## src/rtl/id_ex_stage.sv

```systemverilog
// ID->EX pipeline register: latches decoded fields, forwards/muxes ALU operands, inserts hazard bubbles.
// Define IDEX_FORWARD_EN for MEM/WB forwarding with load-use stalls; otherwise every RAW hazard stalls.
module id_ex_stage #(
  parameter int XLEN   = 32,
  parameter int REG_AW = 5
) (
  input  logic              CLK,
  input  logic              RST,
  input  logic              stall_in,
  input  logic              flush_in,
  input  logic              id_valid,
  input  logic [4:0]        id_alu_op,
  input  logic [XLEN-1:0]   id_rs1_data,
  input  logic [XLEN-1:0]   id_rs2_data,
  input  logic [XLEN-1:0]   id_imm,
  input  logic [XLEN-1:0]   id_pc,
  input  logic [REG_AW-1:0] id_rs1,
  input  logic [REG_AW-1:0] id_rs2,
  input  logic [REG_AW-1:0] id_rd,
  input  logic              id_use_imm,
  input  logic              id_use_pc,
  input  logic              id_reg_write,
  input  logic              id_mem_read,
  input  logic [REG_AW-1:0] mem_rd,
  input  logic              mem_reg_write,
  input  logic [XLEN-1:0]   mem_result,
  input  logic [REG_AW-1:0] wb_rd,
  input  logic              wb_reg_write,
  input  logic [XLEN-1:0]   wb_result,
  output logic              ex_valid,
  output logic [4:0]        ex_alu_op,
  output logic [XLEN-1:0]   ex_a,
  output logic [XLEN-1:0]   ex_b,
  output logic [XLEN-1:0]   ex_store_data,
  output logic [REG_AW-1:0] ex_rd,
  output logic              ex_reg_write,
  output logic              ex_mem_read,
  output logic              hazard_stall
);

  typedef struct packed {
    logic              valid;
    logic [4:0]        alu_op;
    logic [XLEN-1:0]   rs1_data;
    logic [XLEN-1:0]   rs2_data;
    logic [XLEN-1:0]   imm;
    logic [XLEN-1:0]   pc;
    logic [REG_AW-1:0] rs1;
    logic [REG_AW-1:0] rs2;
    logic [REG_AW-1:0] rd;
    logic              use_imm;
    logic              use_pc;
    logic              reg_write;
    logic              mem_read;
  } ex_fields_t;

  ex_fields_t        ex_q, ex_d, id_fields;
  logic              hazard_raw;
  logic [XLEN-1:0]   fwd_rs1, fwd_rs2;

  function automatic logic raw_hit(input logic [REG_AW-1:0] rd, input logic wr,
                                   input logic [REG_AW-1:0] rs1, input logic [REG_AW-1:0] rs2);
    return wr && (rd != '0) && ((rd == rs1) || (rd == rs2));
  endfunction

  always_comb begin
    id_fields           = '0;
    id_fields.valid     = id_valid;
    id_fields.alu_op    = id_alu_op;
    id_fields.rs1_data  = id_rs1_data;
    id_fields.rs2_data  = id_rs2_data;
    id_fields.imm       = id_imm;
    id_fields.pc        = id_pc;
    id_fields.rs1       = id_rs1;
    id_fields.rs2       = id_rs2;
    id_fields.rd        = id_rd;
    id_fields.use_imm   = id_use_imm;
    id_fields.use_pc    = id_use_pc;
    id_fields.reg_write = id_reg_write;
    id_fields.mem_read  = id_mem_read;
  end

  always_comb begin
    hazard_raw = 1'b0;
`ifdef IDEX_FORWARD_EN
    hazard_raw = raw_hit(ex_q.rd, ex_q.valid & ex_q.mem_read, id_rs1, id_rs2);
`else
    hazard_raw = raw_hit(ex_q.rd, ex_q.valid & ex_q.reg_write, id_rs1, id_rs2)
               | raw_hit(mem_rd, mem_reg_write, id_rs1, id_rs2)
               | raw_hit(wb_rd, wb_reg_write, id_rs1, id_rs2);
`endif
    // a redirect discards the decode slot, so it can never be the cause of a stall
    hazard_stall = id_valid & hazard_raw & ~flush_in;
  end

  always_comb begin
    ex_d = id_fields;
    if (flush_in)          ex_d = '0;
    else if (stall_in)     ex_d = ex_q;
    else if (hazard_stall) ex_d = '0;
  end

  always_ff @(posedge CLK) begin
    if (RST) ex_q <= '0;
    else     ex_q <= ex_d;
  end

`ifdef IDEX_FORWARD_EN
  // MEM is younger than WB, so it wins when both target the same register
  always_comb begin
    fwd_rs1 = ex_q.rs1_data;
    fwd_rs2 = ex_q.rs2_data;
    if (mem_reg_write && (mem_rd != '0) && (mem_rd == ex_q.rs1))     fwd_rs1 = mem_result;
    else if (wb_reg_write && (wb_rd != '0) && (wb_rd == ex_q.rs1))   fwd_rs1 = wb_result;
    if (mem_reg_write && (mem_rd != '0) && (mem_rd == ex_q.rs2))     fwd_rs2 = mem_result;
    else if (wb_reg_write && (wb_rd != '0) && (wb_rd == ex_q.rs2))   fwd_rs2 = wb_result;
  end
`else
  logic unused_fwd;
  assign unused_fwd = ^{mem_result, wb_result, ex_q.rs1, ex_q.rs2};

  always_comb begin
    fwd_rs1 = ex_q.rs1_data;
    fwd_rs2 = ex_q.rs2_data;
  end
`endif

  assign ex_valid      = ex_q.valid;
  assign ex_alu_op     = ex_q.alu_op;
  assign ex_rd         = ex_q.rd;
  assign ex_reg_write  = ex_q.reg_write & ex_q.valid;
  assign ex_mem_read   = ex_q.mem_read & ex_q.valid;
  assign ex_a          = ex_q.use_pc ? ex_q.pc : fwd_rs1;
  assign ex_b          = ex_q.use_imm ? ex_q.imm : fwd_rs2;
  assign ex_store_data = fwd_rs2;

endmodule

```

## config.mk

```make
export PLATFORM = sky130hd
export DESIGN_NAME = id_ex_stage
export DESIGN_NICKNAME = d
export VERILOG_FILES = /design/src/rtl/id_ex_stage.sv
export SDC_FILE = /design/constraint.sdc
export NUM_CORES = 1
export LEC_CHECK = 0
export BUFFER_PORTS_ARGS = -buffer_cell sky130_fd_sc_hd__buf_2
export CORE_UTILIZATION = 39
export DETAILED_ROUTE_END_ITERATION = 7
export PLACE_DENSITY = 0.73
export SLEW_MARGIN = 0
export SYNTH_ARGS = -nofsm -noshare
export SYNTH_HDL_FRONTEND = slang
export SYNTH_SLANG_ARGS = --single-unit
```

## constraint.sdc

```tcl
create_clock -name CLK -period 3.7 [get_ports CLK]
set_input_delay 0.555 -clock CLK [delete_from_list [all_inputs] [get_ports CLK]]
set_output_delay 0.555 -clock CLK [all_outputs]
set_load 0.02 [all_outputs]
```

==> reports/metrics.cfg, run 1 <==
[synthesis]
yosysWarnings=0
syn_area_um2=7697
ys_seq_area_share_pct=37.19
ys_async_sr_fraction_pct=0
synthCells=820
synth.distinct_cells=24
syn_nets=1053
synth-seq-cells=143
synth_flop_cell=dfxtp_1
syn_area_per_cell_um2=9.387
synth_edf_count=0

[power_and_ir_drop]
leakagePower_nw=4.048
powerDensity_nw_per_um2=405.9
power_mw=3.844
vdd_ir_drop_max_mv=0.2925

[placement]
port_buffers=278
pre_cts_ws_ns=1.101
gp_congestion=0.7973
dpl_cell_area_um2=8861
dp_cells=1245
hpwl_mm=13.48

[sta]
finalWorstSetupSlack_ns=1.015
min_period_ns=2.685
finalSetupViolations=0
fin_crit_sh_pct=72.56
fin_setup_tns_ns=0
rsz0062_at_grt=false
finalHoldViolCount=0
slew_headroom_pct=37.27
slew_viol_final=0
fin_skew_ns=0.008362
worst_slew_pin_slew_ns=0.9409
fmax_ghz=0.3725
whs_ns=0.4017

[clocking]
cts_inserted_buffers=17
path_clk_slew_ns=0.06
ctsResizeCount=0
cts_setup_buffers=0
holdBufCountCts=0
cts_buffer_depth=2
cts_max_level=4
cts_tree=done
clock_sinks=143
root_buffer=clkbuf_16
clk_latency_ns=0.41

[finish]
stdcell_count=1279
final_util_pct=48.83
n_fill_cell=1918
area_growth_pct=23.05
drive_gt1_share_pct=44.27
layout_commonest_cell=buf_2
design_area_um2=9472
final_cell_mix=277 x buf_2, 143 x nand3b_1, 143 x nand2_1
fin_nets=1232

[setup_path]
cp_num_buf_inv=1
cpMaxStageDelayCell=or4_1
critPathTopFamily=simple AND/OR/NAND/NOR gates
cp-end-kind=output pin
crit_required_ns=3.14
cp_cell_sequence=or4_1, o211ai_2, o22ai_4, or2_2, buf_2
critPathMaxStageDelay_ns=0.56
path_max_fanout=5
start_kind=register
path_class=reg -> out
cp.arrival_ns=2.13

[min_path]
hold_path_class=in -> reg

[grt]
antenna_found_initial=2
grt_overflow=0
grt_usage_pct=20.32
grt_pass1_wl_mm=32.62
grt_start_max_net_pins=144
grt_pass1_vias=6155

[floorplanning]
dieArea_um2=20300
die_w_um=142.5
dieHeight_um=142.5
core_area_um2=19400
row_count=51
num_io_pins=343
initial_core_util_pct=39.68

[detailed_routing]
wl_per_cell_um=16.79
vias=6623
dr.pass1.iters=5
ant_nets=0
route.detailed.drc=0
drtIter0Drc=443
wl_mm=21.48
post_drt_via_cell_ratio=5.178

[outcome]
status=finished, final reports clean

[job]
drv_cap=0

## Yosys cell counts (2+ instances only)
cell type | count | area (um^2)
mux2_2 | 64 | 720.7
nor2_1 | 5 | 18.77
nand2_1 | 143 | 536.8
and2_1 | 3 | 18.77
a22oi_1 | 2 | 15.01
dfxtp_1 | 143 | 2863
or4_1 | 3 | 22.52
xor2_1 | 26 | 227.7
o31ai_1 | 83 | 623.1
nor3_1 | 6 | 30.03
buf_4 | 53 | 397.9
clkbuf_1 | 67 | 251.5
buf_2 | 5 | 25.02
o31ai_2 | 60 | 750.7
xnor2_1 | 4 | 35.03
nand3b_1 | 143 | 1074
nand3_1 | 2 | 10.01
o211ai_2 | 2 | 25.02
## worst reg2reg max path, cell delays in order, from the launching register on
cell and delay, ns:
dfxtp_1 0.36, xor2_1 0.18, nor3_1 0.23, a22oi_1 0.17, o22ai_4 0.20, buf_12 0.62, o31ai_1 0.29
## worst paths after layout
path | depth (start not counted) | startpoint | slack, ns | to
max | 5 | ex_rd[0]$_SDFFE_PP0N_ | 1.02 | hazard_stall
min | 3 | id_use_imm | 0.40 | ex_q[3]$_SDFFE_PP0N_
max reg2reg | 6 | ex_rd[1]$_SDFFE_PP0N_ | 1.51 | ex_q[19]$_SDFFE_PP0N_
min reg2reg | 2 | ex_q[1]$_SDFFE_PP0N_ | 0.44 | ex_q[1]$_SDFFE_PP0N_
## layout make-up
class,count,area [um^2],share of cell area (%)
Clock inverter,12,158.9,1.678
Sequential cell,143,2864,30.24
Multi-Input combinational cell,551,4174,44.07
Timing Repair Buffer,286,1491,15.75
Tap cell,265,331.6,3.501
Antenna cell,2,5.005,0.05284
Clock buffer,20,446.7,4.716
## power breakdown
part	total, mW	switching [mW]	internal, mW
Combinational	0.444	0.244	0.200
Clock	1.77	0.688	1.08
Sequential	1.63	0.0349	1.59
## per-layer routing
layer	GRT usage [%]	wire, um	vias to the layer above
met5	0	0	-
met4	7.980	382	0
met3	4.441	1000	23
met2	33.69	10400	166
met1	25.57	9691	3190
li1	-	-	3244
## state kept, by name, indices dropped and copies added (netlist names)
| name | cells |
|---|---|
| ex_alu_op | 5 |
| ex_q | 68 |
| ex_rd | 5 |
| ex_store_data | 32 |
| ex_valid | 1 |
| fwd_rs1 | 32 |
## cells by family after synthesis
family | after synthesis | share of synthesized area, %
AOI/OAI and AO/OA | 150 | 18.74
muxes | 64 | 9.363
buffers and inverters | 126 | 8.908
xor gates and xnor gates | 30 | 3.413
DFF | 143 | 37.19
and+or+nand+nor | 307 | 22.38
(Power assumes the default switching activity.)
==> run 2: changes to the inputs <==
Settings changed: PLACE_DENSITY 0.73 to 0.76.
Clock period 3.7 ns to 2.4 ns, I/O delays scaled along.
==> run 2 against run 1 <==
Net effect:
- the flow now finishes with violations (DRC)
- hold slack got worse by 0.20 ns
- final area is 1.5% higher
- clock skew increased by 0.0036 ns
- clock power up 59%
- largest cell class unchanged
==> reports/metrics.cfg, run 2 (synthesis gave the netlist of run 1 again) <==
[placement]
port_buffers=278  ; unchanged
dp_cells=1247  ; was 1,245
hpwl_mm=13.84  ; was 13.48 mm
gp_congestion=0.7636  ; was 0.7973

[finish]
seqCellArea_um2=2870  ; was 2864 um^2
n_fill_cell=1859  ; was 1,918
multiInputGateArea_um2=4189  ; was 4174 um^2
largest_register=ex_q  ; unchanged
layout_commonest_cell=buf_2  ; unchanged
drive_gt1_share_pct=44.88  ; was 44.27%
stdcell_count=1281  ; was 1,279
antenna_cells=0  ; was 2
final_cell_mix=276 x buf_2, 143 x nand3b_1, 143 x nand2_1  ; was 277 x buf_2, 143 x nand3b_1, 143 x nand2_1
area_growth_pct=24.93  ; was 23.05%
largest_register_ffs=68  ; unchanged
fin_nets=1236  ; was 1,232

[clocking]
clk_latency_ns=0.42  ; was 0.41 ns
cts_max_level=4  ; unchanged
cts_inserted_buffers=17  ; unchanged
root_buffer=clkbuf_16  ; unchanged
holdBufCountCts=0  ; unchanged
clock_sinks=143  ; unchanged
cts_buffer_depth=2  ; unchanged
cts_tree=done  ; unchanged
path_clk_slew_ns=0.06  ; about the same

[setup_path]
regToRegSetupSlack_ns=0.08  ; was 1.51 ns
cp.arrival_ns=1.98  ; was 2.13 ns
cpMaxStageDelayCell=or4_4  ; was or4_1
critPathMaxStageDelay_ns=0.54  ; was 0.56 ns
start_kind=register  ; unchanged
cp_cell_sequence=or4_4, o211ai_4, o22ai_4, or2_4, buf_6  ; was or4_1, o211ai_2, o22ai_4, or2_2, buf_2
cp-end-kind=output pin  ; unchanged
r2r-end=fwd_rs1[9]$_SDFFE_PP0N_  ; was ex_q[19]$_SDFFE_PP0N_
crit_required_ns=2.04  ; was 3.14 ns
path_class=reg -> out  ; unchanged
ff2ff_path_depth=8  ; was 6
r2r-start=ex_rd[0]$_SDFFE_PP0N_  ; was ex_rd[1]$_SDFFE_PP0N_
path_max_fanout=2  ; was 5

[min_path]
min_to=ex_q[27]$_SDFFE_PP0N_  ; was ex_q[3]$_SDFFE_PP0N_
hold_path_class=in -> reg  ; unchanged
hold_path.startpoint=id_pc[8]  ; was id_use_imm
hold_depth=3  ; unchanged

[detailed_routing]
route.detailed.drc=1  ; was 0
drtIter0Drc=472  ; was 443
wl_mm=22.04  ; was 21.48 mm
post_drt_via_cell_ratio=5.244  ; was 5.178
ant_nets=0  ; unchanged
wl_per_cell_um=17.21  ; was 16.79 um
wl_met3_um=998  ; was 1.000 mm
dr.pass1.iters=7  ; was 5
vias=6717  ; was 6,623
top_layer_used=met4  ; unchanged
wl_met1_mm=9.598  ; was 9.691 mm
wl_met2_mm=10.85  ; was 10.40 mm

[floorplanning]
num_io_pins=343  ; unchanged
dieArea_um2=20300  ; unchanged
row_count=51  ; unchanged
die_w_um=142.5  ; unchanged
core_area_um2=19400  ; unchanged
dieHeight_um=142.5  ; unchanged
initial_core_util_pct=39.68  ; unchanged

[outcome]
violations=DRC
status=finished with violations  ; was finished, final reports clean

[grt]
grt_pass1_vias=6355  ; was 6,155
grt_usage_pct=20.82  ; was 20.32%
antenna_found_initial=0  ; was 2
grt_start_max_net_pins=144  ; unchanged
grt_pass1_wl_mm=33.28  ; was 32.62 mm
grt_overflow=0  ; unchanged

[sta]
slew_viol_final=0  ; unchanged
fin_skew_ns=0.01194  ; was 0.008362 ns
min_period_ns=2.345
rsz0062_at_grt=true  ; was false
fmax_ghz=0.4265
slew_headroom_pct=41.03  ; was 37.27%
finalHoldViolCount=0  ; unchanged
finalSetupViolations=0  ; unchanged
worst_slew_pin_slew_ns=0.8846  ; was 0.9409 ns
fin_crit_sh_pct=97.70
fin_setup_tns_ns=0  ; unchanged

[job]
drv_cap=0  ; unchanged

[power_and_ir_drop]
powerDensity_nw_per_um2=626.7  ; was 405.9 nW/um^2
vdd_ir_drop_max_mv=0.4447  ; was 0.2925 mV
leakagePower_nw=4.093  ; was 4.048 nW

run 2: changes by cell type in the layout (fill, tap and decap cells not counted), sizes merged:
cell,before,now
clkbuf,20,22
buf,286,290
inv,2,4
diode,2,0
clkinv,5,1
run 2: where the power goes:
group / internal (mW) / switching, mW / total [mW]
clock: 1.74 / 1.07 / 2.81
sequential: 2.46 / 0.0508 / 2.51
combinational: 0.323 / 0.386 / 0.710
total: 4.52 / 1.51 / 6.03
run 2: how the worst max path moves through the flow:
stage / from / to / slack [ns] / depth (start not counted)
after floorplan: wb_rd[1] / hazard_stall / 0.37 / 5
after global placement: id_rs1[1] / ex_q[32]$_SDFFE_PP0N_ / 0.17 / 7
after detailed placement: id_rs2[3] / fwd_rs1[9]$_SDFFE_PP0N_ / 0.14 / 7
after CTS: ex_rd[0]$_SDFFE_PP0N_ / hazard_stall / -0.02 / 5
after global routing: ex_rd[0]$_SDFFE_PP0N_ / hazard_stall / 0.0001 / 5
final: ex_rd[0]$_SDFFE_PP0N_ / hazard_stall / 0.06 / 5
run 2: what timing repair did:
item                                    4_1_cts  5_1_grt
buffers inserted                              2        0
cloned                                        0        0
pin swaps                                     3        2
endpoints found under the setup margin        1        1
resized for setup                             7        2
run 2: metal layers:
metal | global-route usage (%) | vias to the layer above
li1 | - | 3265
met1 | 26.39 | 3219
met2 | 34.47 | 196
met3 | 3.836 | 37
met4 | 8.998 | 0
met5 | 0 | -
run 2: stage by stage:
stage	hold slack [ns]	setup WS [ns]	power (mW)	util [%]	instance area, um^2
CTS	0.1816	-0.01596	6.092	49.52	9607
global placement	0.4279	0.1675	3.250	46.14	8951
finish	0.2033	0.05516	6.027	49.57	9617
detailed placement	0.4321	0.1400	3.264	46.14	8951
global route	0.1957	0.0001279	6.252	49.57	9617
floorplan	0.4166	0.3692	2.981	-	7697
run 2: final cells by class:
| class | instances | area share, % |
|---|---|---|
| multi-input combinational | 551 | 43.56 |
| sequential | 143 | 29.85 |
| timing repair buffer | 290 | 16.67 |
| clock buffer | 22 | 4.931 |
| tap | 265 | 3.448 |
| clock inverter | 10 | 1.548 |
run 2: critical path, delay by kind of cell, from the launching register on:
kind                   cells  cell delay (ns)
AOI/OAI and AO/OA          2             0.29
buffers and inverters      1             0.14
DFF                        1             0.34
and+or+nand+nor            2             0.80
==> run 3: changes to the inputs <==
Settings changed: CORE_UTILIZATION 39 to 43, PLACE_DENSITY 0.76 to 0.82.
==> run 3 against run 2 <==
Net effect:
- the flow now finishes without violations
- largest power group unchanged
- clock skew about the same
- sequential power about the same
- via count up 0.66%
- first-iteration DRC count down 5.3%
- sequential cell count unchanged
- critical path depth unchanged
- utilization up 5.1 points
- cell count down 2.7%
- wire length down 2.7%
- total power down 3.6%
- hold slack better by 0.0019 ns
==> reports/metrics.cfg, run 3 (synthesis gave the netlist of run 1 again) <==
[grt]
grt_usage_pct=22.52  ; was 20.82%
grt_overflow=0  ; unchanged
grt_pass1_wl_mm=32.51  ; was 33.28 mm
antenna_found_initial=4  ; was 0
grt_start_max_net_pins=144  ; unchanged
grt_pass1_vias=6363  ; was 6,355

[clocking]
root_buffer=clkbuf_16  ; unchanged
cts_max_level=4  ; unchanged
clk_latency_ns=0.42  ; about the same
cts_tree=done  ; unchanged
cts_buffer_depth=2  ; unchanged
clock_sinks=143  ; unchanged
cts_inserted_buffers=17  ; unchanged
path_clk_slew_ns=0.05  ; was 0.06 ns

[placement]
port_buffers=278  ; unchanged
dpl_cell_area_um2=8926  ; was 8951 um^2
hpwl_mm=14.17  ; was 13.84 mm
gp_congestion=0.8132  ; was 0.7636

[floorplanning]
row_count=48  ; was 51
core_area_um2=17420  ; was 19,400 um^2
initial_core_util_pct=44.20  ; was 39.68%
num_io_pins=343  ; unchanged
dieHeight_um=135.8  ; was 142.5 um
die_w_um=135.8  ; was 142.5 um
dieArea_um2=18440  ; was 20,300 um^2

[finish]
final_util_pct=54.71  ; was 49.57%
final_cell_mix=276 x buf_2, 143 x nand3b_1, 143 x nand2_1  ; unchanged
fin_nets=1239  ; was 1,236
layout_commonest_cell=buf_2  ; unchanged
largest_register=ex_q  ; unchanged
seqCellArea_um2=2867  ; was 2870 um^2
design_area_um2=9528  ; was 9617 um^2
area_growth_pct=23.78  ; was 24.93%
multiInputGateArea_um2=4185  ; was 4189 um^2
n_fill_cell=1566  ; was 1,859
largest_register_ffs=68  ; unchanged
drive_gt1_share_pct=44.99  ; was 44.88%

[power_and_ir_drop]
vdd_ir_drop_max_mv=0.4597  ; was 0.4447 mV
leakagePower_nw=4.081  ; was 4.093 nW
power_mw=5.808  ; was 6.027 mW
powerDensity_nw_per_um2=609.6  ; was 626.7 nW/um^2

[detailed_routing]
post_drt_via_cell_ratio=5.426  ; was 5.244
wl_per_cell_um=17.21  ; about the same
vias=6761  ; was 6,717
wl_mm=21.44  ; was 22.04 mm
dr.pass1.iters=5  ; was 7
ant_nets=0  ; unchanged
drtIter0Drc=447  ; was 472
route.detailed.drc=0  ; was 1

[setup_path]
path_class=reg -> out  ; unchanged
start_kind=register  ; unchanged
path_max_fanout=5  ; was 2
cp-end-kind=output pin  ; unchanged
cp.arrival_ns=1.98  ; about the same
crit_required_ns=2.04  ; about the same

[sta]
fin_setup_tns_ns=0  ; unchanged
worst_slew_pin_slew_ns=0.7906  ; was 0.8846 ns
finalHoldViolCount=0  ; unchanged
rsz0062_at_grt=false  ; was true
fmax_ghz=0.4272  ; was 0.4265 GHz
slew_viol_final=0  ; unchanged
fin_crit_sh_pct=97.54  ; was 97.70%
whs_ns=0.2052  ; was 0.2033 ns
min_period_ns=2.341  ; was 2.345 ns
fin_skew_ns=0.01186  ; was 0.01194 ns
finalSetupViolations=0  ; unchanged
slew_headroom_pct=47.29  ; was 41.03%

[outcome]
status=finished, final reports clean  ; was finished with violations

[min_path]
hold_path_class=in -> reg  ; unchanged

[job]
drv_cap=0  ; unchanged

## run 3: cell types whose count changed in the layout (fill, tap and decap cells not counted), sizes merged, moves of 2 or more
cell      change
buf           +3
clkinv        +3
clkinvlp      +2
diode         +3
inv           -4
## run 3: what timing repair did
item | 4_1_cts | 5_1_grt
buffers inserted | 0 | 0
setup endpoints to repair | 1 | 1
resized for setup | 6 | 1
hold buffers | 0 | 0
cloned | 0 | 0
pin swaps | 1 | 1
hold endpoints to repair | 0 | 0
## run 3: final timing paths
check	cells after the start	to	slack (ns)	start
hold reg to reg	2	ex_q[0]$_SDFFE_PP0N_	0.44	ex_q[0]$_SDFFE_PP0N_
setup / recovery	5	hazard_stall	0.06	ex_rd[0]$_SDFFE_PP0N_
setup reg to reg	6	ex_q[33]$_SDFFE_PP0N_	0.37	ex_rd[0]$_SDFFE_PP0N_
hold / removal	3	ex_rd[1]$_SDFFE_PP0N_	0.21	id_rd[1]
## run 3: worst max-delay path, stage by stage, from the launching register on
cell and delay [ns]:
dfxtp_2 0.35, or4_4 0.53, o211ai_2 0.19, o22ai_4 0.10
or2_4 0.25, buf_6 0.14
## run 3: power breakdown
group	total, mW	leakage, nW	internal (mW)	switching (mW)
Clock	2.60	0.271	1.57	1.02
Sequential	2.51	1.17	2.46	0.0495
Combinational	0.704	2.64	0.319	0.385
## run 3: metrics by stage
step / setup WS (ns) / instances
after floorplan: 0.3692 / 820
after global placement: 0.1640 / 1212
after detailed placement: 0.1620 / 1212
after CTS: 0.001678 / 1243
after global routing: 0.01815 / 1246
final: 0.05906 / 1246
## run 3: final cells by class
cell class                      count  share of cell area [%]
Clock buffer                       21                   4.833
Antenna cell                        3                 0.07879
Sequential cell                   143                   30.09
Timing Repair Buffer              293                   16.93
Clock inverter                     10                   1.195
Multi-Input combinational cell    551                   43.93
Tap cell                          225                   2.955
## run 3: routing by layer
| layer | part of all wire, % | wire length [um] | up-vias | GRT usage (%) |
|---|---|---|---|---|
| met2 | 50 | 10750 | 222 | 38.04 |
| met5 | 0.061 | 13 | - | 0 |
| li1 | - | - | 3263 | - |
| met4 | 2.2 | 466 | 2 | 9.613 |
| met1 | 42 | 9077 | 3239 | 27.54 |
| met3 | 5.3 | 1134 | 35 | 4.676 |
